### config.mk
export PLATFORM = sky130hd
export DESIGN_NAME = mem_arbiter
export DESIGN_NICKNAME = d
export VERILOG_FILES = /design/src/rtl/mem_pkg.sv /design/src/rtl/mem_rr_grant.sv /design/src/rtl/mem_arbiter.sv
export SDC_FILE = /design/constraint.sdc
export NUM_CORES = 1
export LEC_CHECK = 0
export BUFFER_PORTS_ARGS = -buffer_cell sky130_fd_sc_hd__buf_2
export CORE_UTILIZATION = 25
export CTS_CLUSTER_DIAMETER = 100
export DETAILED_ROUTE_END_ITERATION = 6
export PLACE_DENSITY = 0.51
export SLEW_MARGIN = 20
export SYNTH_ARGS = -nofsm -noshare
export SYNTH_HDL_FRONTEND = slang
export SYNTH_HIERARCHICAL = 1
export SYNTH_SLANG_ARGS = --single-unit
### constraint.sdc
create_clock -name clk -period 2 [get_ports clk]
set_input_delay 0.4 -clock clk [delete_from_list [all_inputs] [get_ports clk]]
set_output_delay 0.4 -clock clk [all_outputs]
set_load 0.02 [all_outputs]
### src/rtl/mem_pkg.sv
// -----------------------------------------------------------------------------
// mem_pkg
// Shared types and defaults for the PSRAM request arbiter.
//   arb_state_t : arbiter sequencing states
//   chan_t      : requesting channel identifier
//   START_TIMEOUT_DEFAULT / ERR_DATA_DEFAULT : default parameter values
//   MC_NBYTES   : fixed transfer length presented to the controller
// -----------------------------------------------------------------------------
package mem_pkg;

    typedef enum logic [1:0] {
        IDLE    = 2'd0,
        ISSUE   = 2'd1,
        BUSY    = 2'd2,
        RESPOND = 2'd3
    } arb_state_t;

    typedef enum logic {
        CH_CPU = 1'b0,
        CH_VIC = 1'b1
    } chan_t;

    localparam int         START_TIMEOUT_DEFAULT = 16;
    localparam logic [7:0] ERR_DATA_DEFAULT      = 8'hFF;
    localparam logic [3:0] MC_NBYTES             = 4'd1;

endpackage

### src/rtl/mem_rr_grant.sv
// -----------------------------------------------------------------------------
// mem_rr_grant
// Combinational two-way grant decision for the arbiter.
//   cpu_req, vic_req : pending requests
//   last_grant       : channel served by the previous transaction
//   grant_valid      : at least one request is pending
//   grant_ch         : winning channel (fixed VIC priority or round-robin on ties)
// -----------------------------------------------------------------------------
module mem_rr_grant
    import mem_pkg::*;
#(
    parameter bit VIC_PRIORITY = 1'b0
) (
    input  logic  cpu_req,
    input  logic  vic_req,
    input  chan_t last_grant,
    output logic  grant_valid,
    output chan_t grant_ch
);

    // Pick the winner; on a tie round-robin hands the grant to the channel not served last.
    always_comb begin
        grant_valid = cpu_req | vic_req;
        grant_ch    = CH_CPU;
        if (cpu_req && vic_req) begin
            if (VIC_PRIORITY) begin
                grant_ch = CH_VIC;
            end else if (last_grant == CH_CPU) begin
                grant_ch = CH_VIC;
            end else begin
                grant_ch = CH_CPU;
            end
        end else if (vic_req) begin
            grant_ch = CH_VIC;
        end else begin
            grant_ch = CH_CPU;
        end
    end

endmodule

### src/rtl/mem_arbiter.sv
// -----------------------------------------------------------------------------
// mem_arbiter
// Serialises byte accesses from the CPU (read/write) and VIC (read-only)
// channels onto the PSRAM controller request interface.
//   clk, reset          : clock, asynchronous active-high reset
//   cpu_*               : CPU request channel (req/we/bank/addr/wdata, ack/rdata)
//   vic_*               : VIC read channel (req/bank/addr, ack/rdata)
//   mc_*                : controller interface (ce/write/bank/addr/nbytes/wdata,
//                         rdata/busy)
//   err                 : one-cycle pulse when the controller never started
// All outputs are registered. A request is aborted with ERR_DATA if mc_busy
// does not rise within START_TIMEOUT cycles of mc_ce.
// -----------------------------------------------------------------------------
module mem_arbiter
    import mem_pkg::*;
#(
    parameter bit         VIC_PRIORITY  = 1'b0,
    parameter int         START_TIMEOUT = START_TIMEOUT_DEFAULT,
    parameter logic [7:0] ERR_DATA      = ERR_DATA_DEFAULT
) (
    input  logic        clk,
    input  logic        reset,
    input  logic        cpu_req,
    input  logic        cpu_we,
    input  logic [6:0]  cpu_bank,
    input  logic [15:0] cpu_addr,
    input  logic [7:0]  cpu_wdata,
    output logic        cpu_ack,
    output logic [7:0]  cpu_rdata,
    input  logic        vic_req,
    input  logic [6:0]  vic_bank,
    input  logic [15:0] vic_addr,
    output logic        vic_ack,
    output logic [7:0]  vic_rdata,
    output logic        mc_ce,
    output logic        mc_write,
    output logic [6:0]  mc_bank,
    output logic [15:0] mc_addr,
    output logic [3:0]  mc_nbytes,
    output logic [7:0]  mc_wdata,
    input  logic [7:0]  mc_rdata,
    input  logic        mc_busy,
    output logic        err
);

    localparam int             TW         = $clog2(START_TIMEOUT) + 1;
    localparam logic [TW-1:0]  TIMER_LAST = TW'(START_TIMEOUT - 1);

    arb_state_t    state_r;
    chan_t         owner_r;
    chan_t         last_grant_r;
    logic [TW-1:0] timer_r;

    logic          grant_valid_s;
    chan_t         grant_ch_s;
    logic          timeout_s;
    logic          done_s;
    logic          finish_s;
    logic [7:0]    resp_data_s;

    mem_rr_grant #(
        .VIC_PRIORITY (VIC_PRIORITY)
    ) u_grant (
        .cpu_req     (cpu_req),
        .vic_req     (vic_req),
        .last_grant  (last_grant_r),
        .grant_valid (grant_valid_s),
        .grant_ch    (grant_ch_s)
    );

    // The controller always sees single-byte transfers.
    assign mc_nbytes = MC_NBYTES;

    // A busy indication in ISSUE wins over a coinciding timeout.
    assign timeout_s = (state_r == ISSUE) && !mc_busy && (timer_r == TIMER_LAST);
    assign done_s    = (state_r == BUSY) && !mc_busy;
    assign finish_s  = timeout_s | done_s;

    // Data handed back to the owner: controller data on completion, abort pattern on timeout.
    always_comb begin
        if (timeout_s) begin
            resp_data_s = ERR_DATA;
        end else begin
            resp_data_s = mc_rdata;
        end
    end

    // Arbiter FSM with all registered outputs; ack/err are single-cycle pulses.
    always_ff @(posedge clk or posedge reset) begin
        if (reset) begin
            state_r      <= IDLE;
            owner_r      <= CH_CPU;
            last_grant_r <= CH_CPU;
            timer_r      <= '0;
            mc_ce        <= 1'b0;
            mc_write     <= 1'b0;
            mc_bank      <= 7'd0;
            mc_addr      <= 16'd0;
            mc_wdata     <= 8'd0;
            cpu_ack      <= 1'b0;
            cpu_rdata    <= 8'd0;
            vic_ack      <= 1'b0;
            vic_rdata    <= 8'd0;
            err          <= 1'b0;
        end else begin
            cpu_ack <= 1'b0;
            vic_ack <= 1'b0;
            err     <= timeout_s;

            if (finish_s) begin
                if (owner_r == CH_VIC) begin
                    vic_rdata <= resp_data_s;
                    vic_ack   <= 1'b1;
                end else begin
                    cpu_rdata <= resp_data_s;
                    cpu_ack   <= 1'b1;
                end
            end

            case (state_r)
                IDLE: begin
                    if (grant_valid_s) begin
                        owner_r <= grant_ch_s;
                        mc_ce   <= 1'b1;
                        timer_r <= '0;
                        state_r <= ISSUE;
                        if (grant_ch_s == CH_VIC) begin
                            mc_bank  <= vic_bank;
                            mc_addr  <= vic_addr;
                            mc_wdata <= 8'd0;
                            mc_write <= 1'b0;
                        end else begin
                            mc_bank  <= cpu_bank;
                            mc_addr  <= cpu_addr;
                            mc_wdata <= cpu_wdata;
                            mc_write <= cpu_we;
                        end
                    end
                end
                ISSUE: begin
                    timer_r <= timer_r + TW'(1);
                    if (mc_busy) begin
                        mc_ce   <= 1'b0;
                        state_r <= BUSY;
                    end else if (timeout_s) begin
                        mc_ce   <= 1'b0;
                        state_r <= RESPOND;
                    end
                end
                BUSY: begin
                    if (done_s) begin
                        state_r <= RESPOND;
                    end
                end
                RESPOND: begin
                    last_grant_r <= owner_r;
                    state_r      <= IDLE;
                end
                default: begin
                    mc_ce   <= 1'b0;
                    state_r <= IDLE;
                end
            endcase
        end
    end

endmodule

# Yosys cells after proc, flatten, opt, wreduce, memory -nomap -nowiden
# Index checks and enable logic that the tools add are counted.
[word_totals] register_bits=61 inputBits=68 elab_cells=61
[op_classes] n_addsub=1 eq_ne=7 n_mux=23 bitwise=3 reduce_logical=13
[ops] cell="$mux W16" n=1
[ops] cell="$mux W8" n=2
[ops] cell="$mux W1" n=11
[ops] cell="$pmux W5 S2" n=1
[ops] cell="$mux W2" n=4
[ops] cell="$pmux W2 S4" n=1
[ops] cell="$reduce_and A2 Y1" n=4
[ops] cell="$mux W7" n=1
[ops] cell="$reduce_and A3 Y1" n=2
[ops] cell="$add A5 B1 Y5 const B" n=1
[ops] cell="$eq A5 B4 Y1 const B" n=1
[ops] cell="$mux W5" n=1
[ops] cell="$eq A2 B2 Y1 const B" n=2
[ops] cell="$logic_and A1 B1 Y1" n=4
[ops] cell="$ne A2 B2 Y1 const B" n=2
[ops] cell="$ne A3 B3 Y1 const B" n=1
[ops] cell="$eq A2 B1 Y1 const B" n=1
[ops] cell="$logic_not A2 Y1" n=1
[ops] cell="$or A1 B1 Y1" n=2
[ops] cell="$pmux W1 S2" n=1
[ops] cell="$reduce_bool A2 Y1" n=1
[ops] cell="$logic_not A1 Y1" n=1
[ops] cell="$not A1 Y1" n=1

# Logic depth before layout (Yosys ltp)
# Gate-level depths: netlist (run 1).
[logic_depth] depth_word=6 depth_mapped=7 depth_no_buf=6

# Modules after synthesis
# The synthesis (run 1) kept the hierarchy.
[modules_own_cells] mod="mem_arbiter" instances=1 cells_per_inst=250 area_each_um2=2802.7 seq_area_each_um2=1526.5
[modules_own_cells] mod="mem_rr_grant" instances=1 cells_per_inst=2 area_each_um2=13.8 seq_area_each_um2=0.0

# Worst setup path before layout (run 1)
# Ideal clock, no wire load.
[synth_path] path_kind="flip-flop to flip-flop" start="reg timer_r[0]" end="reg cpu_rdata[0]" arrival_ns=1.685 t_required_ns=1.875 slack_ns=0.190 stages_incl_launch_ff=8 path_buffers=1 synth_period_minus_slack_ns=1.810 cell_sequence="dfrtp_1 -> ha_1 -> and3_1 -> ha_1 -> a21oi_2 -> or3_1 -> buf_6 -> mux2_4"
[synth_between] elab_chain_len=4
[synth_lines] element="start, declared" line="mem_arbiter.sv:52" source="logic [TW-1:0] timer_r;"
[synth_lines] element="start signal, assigned" line="mem_arbiter.sv:141" source="timer_r <= timer_r + TW'(1);"
[synth_lines] element="$eq A5 B4 Y1 (*)" line="mem_arbiter.sv:75" source="assign timeout_s = (state_r == ISSUE) && !mc_busy && (timer_r == TIMER_LAST);"
[synth_lines] element="$logic_and A1 B1 Y1 (*)" line="mem_arbiter.sv:75"
[synth_lines] element="$or A1 B1 Y1" line="mem_arbiter.sv:77" source="assign finish_s = timeout_s | done_s;"
[synth_lines] element="$reduce_and A2 Y1 (no source line)"
[synth_lines] element="end signal, assigned" line="mem_arbiter.sv:115" source="cpu_rdata <= resp_data_s;"
[synth_lines] element="end, declared" line="mem_arbiter.sv:29" source="output logic [7:0] cpu_rdata,"
# Every way passes the cells marked *; elsewhere a longest branch is shown, timed or not.
# A chain may end at the register's enable or synchronous reset.

# Final worst setup path (run 1)
[layout_path] start="reg timer_r[1]" end="reg cpu_rdata[1]"
# Same word-level chain as after synthesis.

==> results of run 1 <==
## path summary, 6_finish.rpt
check / from / to / slack, ns / depth (start not counted)
max: timer_r[1]$_DFFE_PP0P_ / cpu_rdata[1]$_DFFE_PP0P_ / 0.08 / 7
min: reset / cpu_rdata[4]$_DFFE_PP0P_ / 0.16 / 2
max reg2reg: timer_r[1]$_DFFE_PP0P_ / cpu_rdata[1]$_DFFE_PP0P_ / 0.08 / 7
min reg2reg: mc_wdata[5]$_DFFE_PP0P_ / mc_wdata[5]$_DFFE_PP0P_ / 0.48 / 2
max in group asynchronous: reset / mc_wdata[4]$_DFFE_PP0P_ / 1.24 / 3
min in group clk: cpu_wdata[0] / mc_wdata[0]$_DFFE_PP0P_ / 0.31 / 3
## cell type report
type	instances	share of cell area
clock buffers	9	0.0325
clock inverters	7	0.0194
inverters	7	0.00689
multi-input cells	168	0.312
flip-flops and latches	61	0.400
well taps	140	0.0459
repair buffers	128	0.184
## layer usage
metal  vias to the layer above  wire, um
met5                         -         0
met4                         0        92
met3                         9       434
met2                        72      2890
met1                      1013      2750
li1                       1089         -
## cells by family (layout without fill, tap and decap cells)
family,count (synthesis),count (layout),share of synthesized area
compound gates,45,45,0.0880
fa+ha+maj,6,6,0.0267
buf+inv,25,151,0.0462
flops,61,61,0.542
mux,43,43,0.172
other cells,2,4,0.00267
simple gates,70,70,0.123
## Yosys cell counts
master     instances
a211oi_1           1
a21boi_1           1
a21oi_1            2
a21oi_2            1
a32o_1             1
and3_1             2
and4b_1            1
buf_2              5
buf_4              4
buf_6              2
clkbuf_1           7
conb_1             2
dfrtp_1           61
ha_1               6
inv_1              7
mux2_2            11
mux2_4             8
mux2i_1           24
nand2_1           40
nand2b_1          19
nand3b_1           1
nand4b_1           1
nor2b_1            2
nor3_1             1
nor3b_1            1
o211ai_1           2
o21ai_0           36
o2bb2ai_1          1
or2_1              1
or3_1              1
## worst register-to-register path: stages, from the launching register on
cell and delay, ns:
dfrtp_1 0.36, ha_1 0.18, and3_1 0.16, ha_2 0.22, a21oi_2 0.08, or3_1 0.35
buf_12 0.17, mux2_4 0.29
## sequential cells by signal, summed over array words and instances (netlist names)
signal,flops
mc_addr,16
cpu_rdata,8
mc_wdata,8
vic_rdata,8
mc_bank,7
timer_r,5
state_r,2
cpu_ack,1
err,1
last_grant_r,1
mc_ce,1
mc_write,1
owner_r,1
vic_ack,1
## power by group through the flow
stage / registers, mW / logic, mW / clock network, mW
final: 2.09 / 2.46 / 1.09
after global routing: 2.18 / 2.70 / 1.20
after CTS: 2.10 / 2.48 / 1.15
after detailed placement: 2.12 / 2.49 / 0
after global placement: 2.12 / 2.44 / 0
after floorplan: 2.66 / 1.10 / 0
## what timing repair did
item,4_1_cts,5_1_grt
setup endpoints to repair,0,16
setup buffers,0,1
hold buffers,0,0
gates resized for setup,0,1
==> results.cfg, run 1 <==
[status]
status = finished clean

[routing]
drt-pass1-iter-count = 4
drtIter0Drc = 51
post_drt_via_cell_ratio = 4.20
wl_per_cell_um = 11.9
dr_total_vias = 2183
drc = 0
routed_wl_um = 6170
drtAntennaViolNets = 0

[power_and_ir_drop]
combPwrFrac = 0.436
switching_power_mw = 2.25
netSwitchingFraction = 0.399
p_seq_frac = 0.371
peakVddDrop_v = 0.000469
p_leak_nw = 1.99
finalPower_mw = 5.63
clkPwrFrac = 0.193
intPower_mw = 3.38
power_density_nw_per_um2 = 1480

[die]
die-height_um = 108
core-area_um2 = 10900
ios = 124
start_util = 0.259
row_count = 38
die_x_um = 108
fp.dieArea_um2 = 11700

[global_route]
antenna_found_initial = 0
grt_max_degree = 42
grt_pass1_wl_um = 9670
grt.total_usage = 0.108
busiest_layer = met2
met3_usage = 0.0319
gr-total-overflow = 0
grt_util_met1 = 0.132
grt_pass1_vias = 2028
grtUsageMet2 = 0.178

[placed_design]
place_congestion = 0.692
dp.cells = 503
dpl_worst_slack_ns = 0.0478
io_buffers = 119
dp_hpwl_um = 4510
placed_area_um2 = 3610

[setup_path]
cp-end-kind = register
crit_type = reg2reg
worst-endpoint-required_ns = 2.21
cp_slowest_cell = dfrtp_1
path_delay_family = simple AND/OR/NAND/NOR gates
cp_max_fo = 9
cp_num_buf_inv = 1
critical_path.cell_chain = ha_1 -> and3_1 -> ha_2 -> a21oi_2 -> or3_1 -> buf_12 -> mux2_4
start_kind = register
arrival_ns = 2.13
slowest_delay_ns = 0.36

[layout]
seq_area_um2 = 1530
n_fill_cell = 1114
final_util = 0.350
nets = 449
final_cells = 520
layout-drive-gt1-share = 0.445
area_growth_pct = 35.5
multiInputGateArea_um2 = 1190
n_antenna_cell = 0
postLayoutCellArea_um2 = 3810
final_cell_mix = 119 x buf_2, 61 x dfrtp_1, 39 x nand2_1
final_common_cell = buf_2

[clock_tree]
cts.clk_slew.worst_paths_ns = 0.08
cts_sinks = 61
htree_levels = 3
cts_buffer_depth = 2
clockRootBuffer = clkbuf_8
cts_buffers = 9
cts_tree = yes
clock_latency_ns = 0.33

[timing]
setup_violations = 0
final_hold_viol_count = 0
fin_crit_sh = 0.959
fin_ws_ns = 0.0830
hold_ws_ns = 0.164
drv_slew = 0
setup_tns_ns = 0
relSlewSlack = 0.544
worst_clock_skew_ns = 0.0129
clock.fmax_mhz = 522
fin_crit_ns = 1.92
tightest_slew_ns = 0.683
rsz0062_at_grt = no

[synth]
synth-seq-cells = 61
yosys-top-cells-area = dfrtp_1 54%, mux2i_1 8.5%, o21ai_0 6.4%
ys_warn_count = 6
syn-cell-area_um2 = 2820
netlist_instances = 252
ys_types = 30
syn_avg_cell_area_um2 = 11.2
yosysSeqAreaShare = 0.542
synth_top_area_frac = 0.542
synth_top_area_cell = dfrtp_1

[job]
drv_cap = 0

[hold_path]
min-delay-path-class = in2async
No activity file was read; power rests on OpenSTA's default activity.
==> run 2: changes to the inputs <==
--- a/config.mk
+++ b/config.mk
@@ -5,11 +5,11 @@
 export SDC_FILE = /design/constraint.sdc
 export NUM_CORES = 1
 export LEC_CHECK = 0
-export BUFFER_PORTS_ARGS = -buffer_cell sky130_fd_sc_hd__buf_2
 export CORE_UTILIZATION = 25
 export CTS_CLUSTER_DIAMETER = 100
 export DETAILED_ROUTE_END_ITERATION = 6
-export PLACE_DENSITY = 0.51
+export DONT_BUFFER_PORTS = 1
+export PLACE_DENSITY = 0.42
 export SLEW_MARGIN = 20
 export SYNTH_ARGS = -nofsm -noshare
 export SYNTH_HDL_FRONTEND = slang
==> run 2 against run 1 <==
  * Flip-flop and latch count unchanged
  * Sequential power grew 33%
  * Register-to-register slack better by 0.03 ns
  * Global-route usage rose by 0.11 points
  * Die area unchanged
  * Maximum frequency grew 1.7%
  * Clock-buffer cell count stayed put
  * Clock skew decreased by 0.0047 ns
  * Power down 8.8%
  * Hold slack improved by 0.037 ns
  * Critical path depth did not move
  * Critical endpoint is now cpu_rdata[7]$_DFFE_PP0P_
==> results.cfg, run 2 (synthesis gave the netlist of run 1 again) <==
[status]
status = finished clean

[clock_tree]
cts.clk_slew.worst_paths_ns = 0.08
cts_tree = yes
clock_latency_ns = 0.35
cts_setup_buffers = 0
clockRootBuffer = clkbuf_8
htree_levels = 3
cts_buffers = 9
cts_buffer_depth = 2
cts_sinks = 61

[power_and_ir_drop]
p_leak_nw = 1.50
peakVddDrop_v = 0.000482
power_density_nw_per_um2 = 1590

[layout]
final_util = 0.297
largest-register = mc_addr
postLayoutCellArea_um2 = 3230
area_growth_pct = 14.7
layout-drive-gt1-share = 0.191
final_cell_mix = 61 x dfrtp_1, 39 x nand2_1, 36 x o21ai_0
nets = 331
n_antenna_cell = 0
final_cells = 402
largest_reg_flops = 16
final_common_cell = dfrtp_1

[setup_path]
cp-end-kind = register
worst-endpoint-required_ns = 2.23
start_kind = register
rrSetupSlack_ns = 0.11
crit_type = reg2reg
r2r-start = timer_r[0]$_DFFE_PP0P_
arrival_ns = 2.12
cp_max_fo = 9
r2r_cells = 7
reg2reg_to = cpu_rdata[7]$_DFFE_PP0P_

[die]
ios = 124
core-area_um2 = 10900
start_util = 0.259
die-height_um = 108
row_count = 38
fp.dieArea_um2 = 11700
die_x_um = 108

[placed_design]
place_congestion = 0.678
placed_area_um2 = 3010
io_buffers = 0
dp_hpwl_um = 4100
dp.cells = 385

[routing]
drtIter0Drc = 62
post_drt_via_cell_ratio = 4.42
drtAntennaViolNets = 0
drt-pass1-iter-count = 4
wl_met3_um = 545
m1WireLength_um = 2460
wl_per_cell_um = 14.7
route.met2.wl_um = 2770
dr_total_vias = 1775
top_layer_used = met4
drc = 0
routed_wl_um = 5920

[job]
drv_cap = 0

[hold_path]
min-delay-start = cpu_wdata[4]
hold_depth = 2
min-delay-path-class = in2reg
whs_endpoint = mc_wdata[4]$_DFFE_PP0P_

[timing]
setup_tns_ns = 0
clock.fmax_mhz = 530
fin_crit_sh = 0.943
drv_slew = 0
setup_violations = 0
final_hold_viol_count = 0
worst_clock_skew_ns = 0.00813
fin_crit_ns = 1.89
rsz0062_at_grt = no

[global_route]
grt.total_usage = 0.109
grt_pass1_wl_um = 9430
gr-total-overflow = 0
antenna_found_initial = 0
grt_pass1_vias = 1767
grt_max_degree = 62
==> run 2: how the worst max path moves through the flow <==
stage	from	endpoint	slack, ns	cells past startpoint
4_1_cts	timer_r[0]$_DFFE_PP0P_	cpu_rdata[7]$_DFFE_PP0P_	0.05	7
2_1_floorplan	reset	cpu_ack$_DFF_PP0_	0.09	1
5_1_grt	timer_r[0]$_DFFE_PP0P_	cpu_rdata[7]$_DFFE_PP0P_	0.03	7
3_3_place_gp	timer_r[0]$_DFFE_PP0P_	cpu_rdata[2]$_DFFE_PP0P_	0.1	7
3_5_place_dp	timer_r[0]$_DFFE_PP0P_	cpu_rdata[4]$_DFFE_PP0P_	0.06	7
6_report	timer_r[0]$_DFFE_PP0P_	cpu_rdata[7]$_DFFE_PP0P_	0.11	7
==> run 2: timing repair <==
action                                  in CTS  in global routing
endpoints found under the hold margin       10                  0
hold buffers                                 1                  0
resized for setup                            0                  3
endpoints found under the setup margin       0                  9
==> run 2: area by class of cell <==
type,instances,area [um^2]
multi-input combinational,168,1200
sequential,61,1530
clock inverter,7,66.3
tap,140,175
fill,1122,7660
inverter,7,26.3
clock buffer,9,124
timing repair buffer,10,115
==> run 2: routing by layer <==
layer / GRT usage / vias up
li1: - / 861
met1: 0.127 / 827
met2: 0.166 / 76
met3: 0.0458 / 11
met4: 0.0675 / 0
met5: 0 / -
==> run 2: through the flow <==
stage	total power, mW	worst slack (ns)	hold slack, ns
after floorplan	3.76	0.0870	0.450
after global placement	4.09	0.0951	0.388
after detailed placement	4.13	0.0568	0.387
after CTS	5.26	0.0512	0.178
after global routing	5.55	0.0252	0.193
final	5.14	0.115	0.201
==> run 2: report_power, final <==
| part | switching [mW] | total (mW) | internal (mW) |
|---|---|---|---|
| clock | 0.503 | 1.07 | 0.567 |
| combinational | 0.647 | 1.29 | 0.646 |
| sequential | 0.992 | 2.78 | 1.78 |
==> run 2: worst max-delay path: stages, from the launching register on <==
cell and delay, ns:
dfrtp_1 0.38, ha_1 0.19, and3_4 0.20, ha_4 0.14, a21oi_2 0.06, or3_1 0.35, buf_12 0.17, mux2_4 0.29
==> run 3: changes to the inputs <==
--- a/config.mk
+++ b/config.mk
@@ -9,7 +9,7 @@
 export CTS_CLUSTER_DIAMETER = 100
 export DETAILED_ROUTE_END_ITERATION = 6
 export DONT_BUFFER_PORTS = 1
-export PLACE_DENSITY = 0.42
+export PLACE_DENSITY = 0.51
 export SLEW_MARGIN = 20
 export SYNTH_ARGS = -nofsm -noshare
 export SYNTH_HDL_FRONTEND = slang
==> run 3 against run 2 <==
  * Non-clock buffer count increased by 1
  * Clock power decreased by 7%
  * Global-route usage decreased by 0.42 points
  * Maximum frequency decreased by 1.7%
  * Clock-buffer cell count increased by 1
  * Via count increased by 0.56%
  * Largest cell class unchanged
  * Critical path depth unchanged
==> results.cfg, run 3 (synthesis gave the netlist of run 1 again) <==
[power_and_ir_drop]
finalPower_mw = 5.11
switching_power_mw = 2.16
combPwrFrac = 0.259
peakVddDrop_v = 0.000446
clkPwrFrac = 0.195
netSwitchingFraction = 0.424
power_density_nw_per_um2 = 1580
p_seq_frac = 0.545
intPower_mw = 2.94
p_leak_nw = 1.50

[timing]
setup_violations = 0
clock.fmax_mhz = 522
worst_clock_skew_ns = 0.0132
drv_slew = 0
fin_ws_ns = 0.0827
fin_crit_sh = 0.959
final_hold_viol_count = 0
fin_crit_ns = 1.92
setup_tns_ns = 0
rsz0062_at_grt = no

[setup_path]
start_kind = register
cp_max_fo = 4
reg2reg_to = cpu_rdata[0]$_DFFE_PP0P_
cp-end-kind = register
arrival_ns = 2.14
worstSetupStartpoint = timer_r[0]$_DFFE_PP0P_
rrSetupSlack_ns = 0.08
endpoint = cpu_rdata[0]$_DFFE_PP0P_
r2r-start = timer_r[0]$_DFFE_PP0P_
crit_type = reg2reg
r2r_cells = 7
worst-endpoint-required_ns = 2.22

[clock_tree]
cts_buffer_depth = 2
cts_tree = yes
clock_latency_ns = 0.34
cts.clk_slew.worst_paths_ns = 0.07
cts_buffers = 9
cts_sinks = 61
clockRootBuffer = clkbuf_8
htree_levels = 3

[placed_design]
place_congestion = 0.712
io_buffers = 0
dp_hpwl_um = 4210
placed_area_um2 = 3040
dp.cells = 386
dpl_worst_slack_ns = 0.0284

[status]
status = finished clean

[layout]
n_fill_cell = 1122
final_cells = 403
layout-drive-gt1-share = 0.198
n_antenna_cell = 0
postLayoutCellArea_um2 = 3240
largest_reg_flops = 16
area_growth_pct = 15.1
largest-register = mc_addr
final_cell_mix = 61 x dfrtp_1, 39 x nand2_1, 36 x o21ai_0
final_common_cell = dfrtp_1
seq_area_um2 = 1530
nets = 332
multiInputGateArea_um2 = 1200

[global_route]
grt_pass1_vias = 1720
grt_max_degree = 62
grt_pass1_wl_um = 9120
gr-total-overflow = 0
antenna_found_initial = 0
grt.total_usage = 0.105

[routing]
wl_per_cell_um = 14.6
drtAntennaViolNets = 0
drc = 0
drtIter0Drc = 69
dr_total_vias = 1785
post_drt_via_cell_ratio = 4.43
drt-pass1-iter-count = 3
routed_wl_um = 5890

[die]
core-area_um2 = 10900
row_count = 38
ios = 124
start_util = 0.259
die-height_um = 108
fp.dieArea_um2 = 11700
die_x_um = 108

[hold_path]
min-delay-path-class = in2reg

[job]
drv_cap = 0
## run 3: repair_timing
item / 4_1_cts / 5_1_grt
gates resized for setup: 0 / 3
setup buffers: 0 / 0
hold buffers: 1 / 0
hold endpoints to repair: 11 / 0
setup endpoints to repair: 0 / 8
## run 3: worst min path at each step
stage | cells after the start | start | slack, ns | end
3_5_place_dp | 2 | reset | 0.38 | cpu_ack$_DFF_PP0_
4_1_cts | 2 | cpu_wdata[7] | 0.18 | mc_wdata[7]$_DFFE_PP0P_
6_report | 2 | cpu_wdata[7] | 0.21 | mc_wdata[7]$_DFFE_PP0P_
2_1_floorplan | 2 | timer_r[4]$_DFFE_PP0P_ | 0.45 | timer_r[4]$_DFFE_PP0P_
5_1_grt | 2 | cpu_wdata[7] | 0.19 | mc_wdata[7]$_DFFE_PP0P_
3_3_place_gp | 2 | reset | 0.38 | vic_ack$_DFF_PP0_
## run 3: worst max-delay path, stage by stage (launching register included)
cell and delay (ns):
dfrtp_1 0.39, ha_2 0.20, and3_1 0.20, ha_4 0.16
a21oi_2 0.06, or3_1 0.34, buf_4 0.18, mux2_4 0.29
## run 3: stage by stage
| stage | hold WS (ns) | utilization |
|---|---|---|
| after floorplan | 0.450 | - |
| after global placement | 0.379 | 0.279 |
| after detailed placement | 0.384 | 0.279 |
| after CTS | 0.183 | 0.296 |
| after global routing | 0.188 | 0.298 |
| final | 0.208 | 0.298 |
## run 3: power by group through the flow
stage | registers (mW) | logic (mW) | clock network [mW]
floorplan | 2.66 | 1.10 | 0
global placement | 2.81 | 1.31 | 0
detailed placement | 2.81 | 1.36 | 0
CTS | 2.80 | 1.36 | 1.05
global route | 2.86 | 1.53 | 1.11
finish | 2.79 | 1.33 | 0.996
## run 3: cell type report
cell class / instances / area share
Sequential cell: 61 / 0.471
Inverter: 7 / 0.00811
Clock buffer: 10 / 0.0425
Clock inverter: 6 / 0.0120
Multi-Input combinational cell: 168 / 0.371
Tap cell: 140 / 0.0541
Timing Repair Buffer: 11 / 0.0417
## run 3: per-layer routing
metal	wire (um)	up-vias	track usage
li1	-	856	-
met2	2720	72	0.156
met4	114	0	0.0499
met1	2540	847	0.128
met5	0	-	0
met3	506	10	0.0482
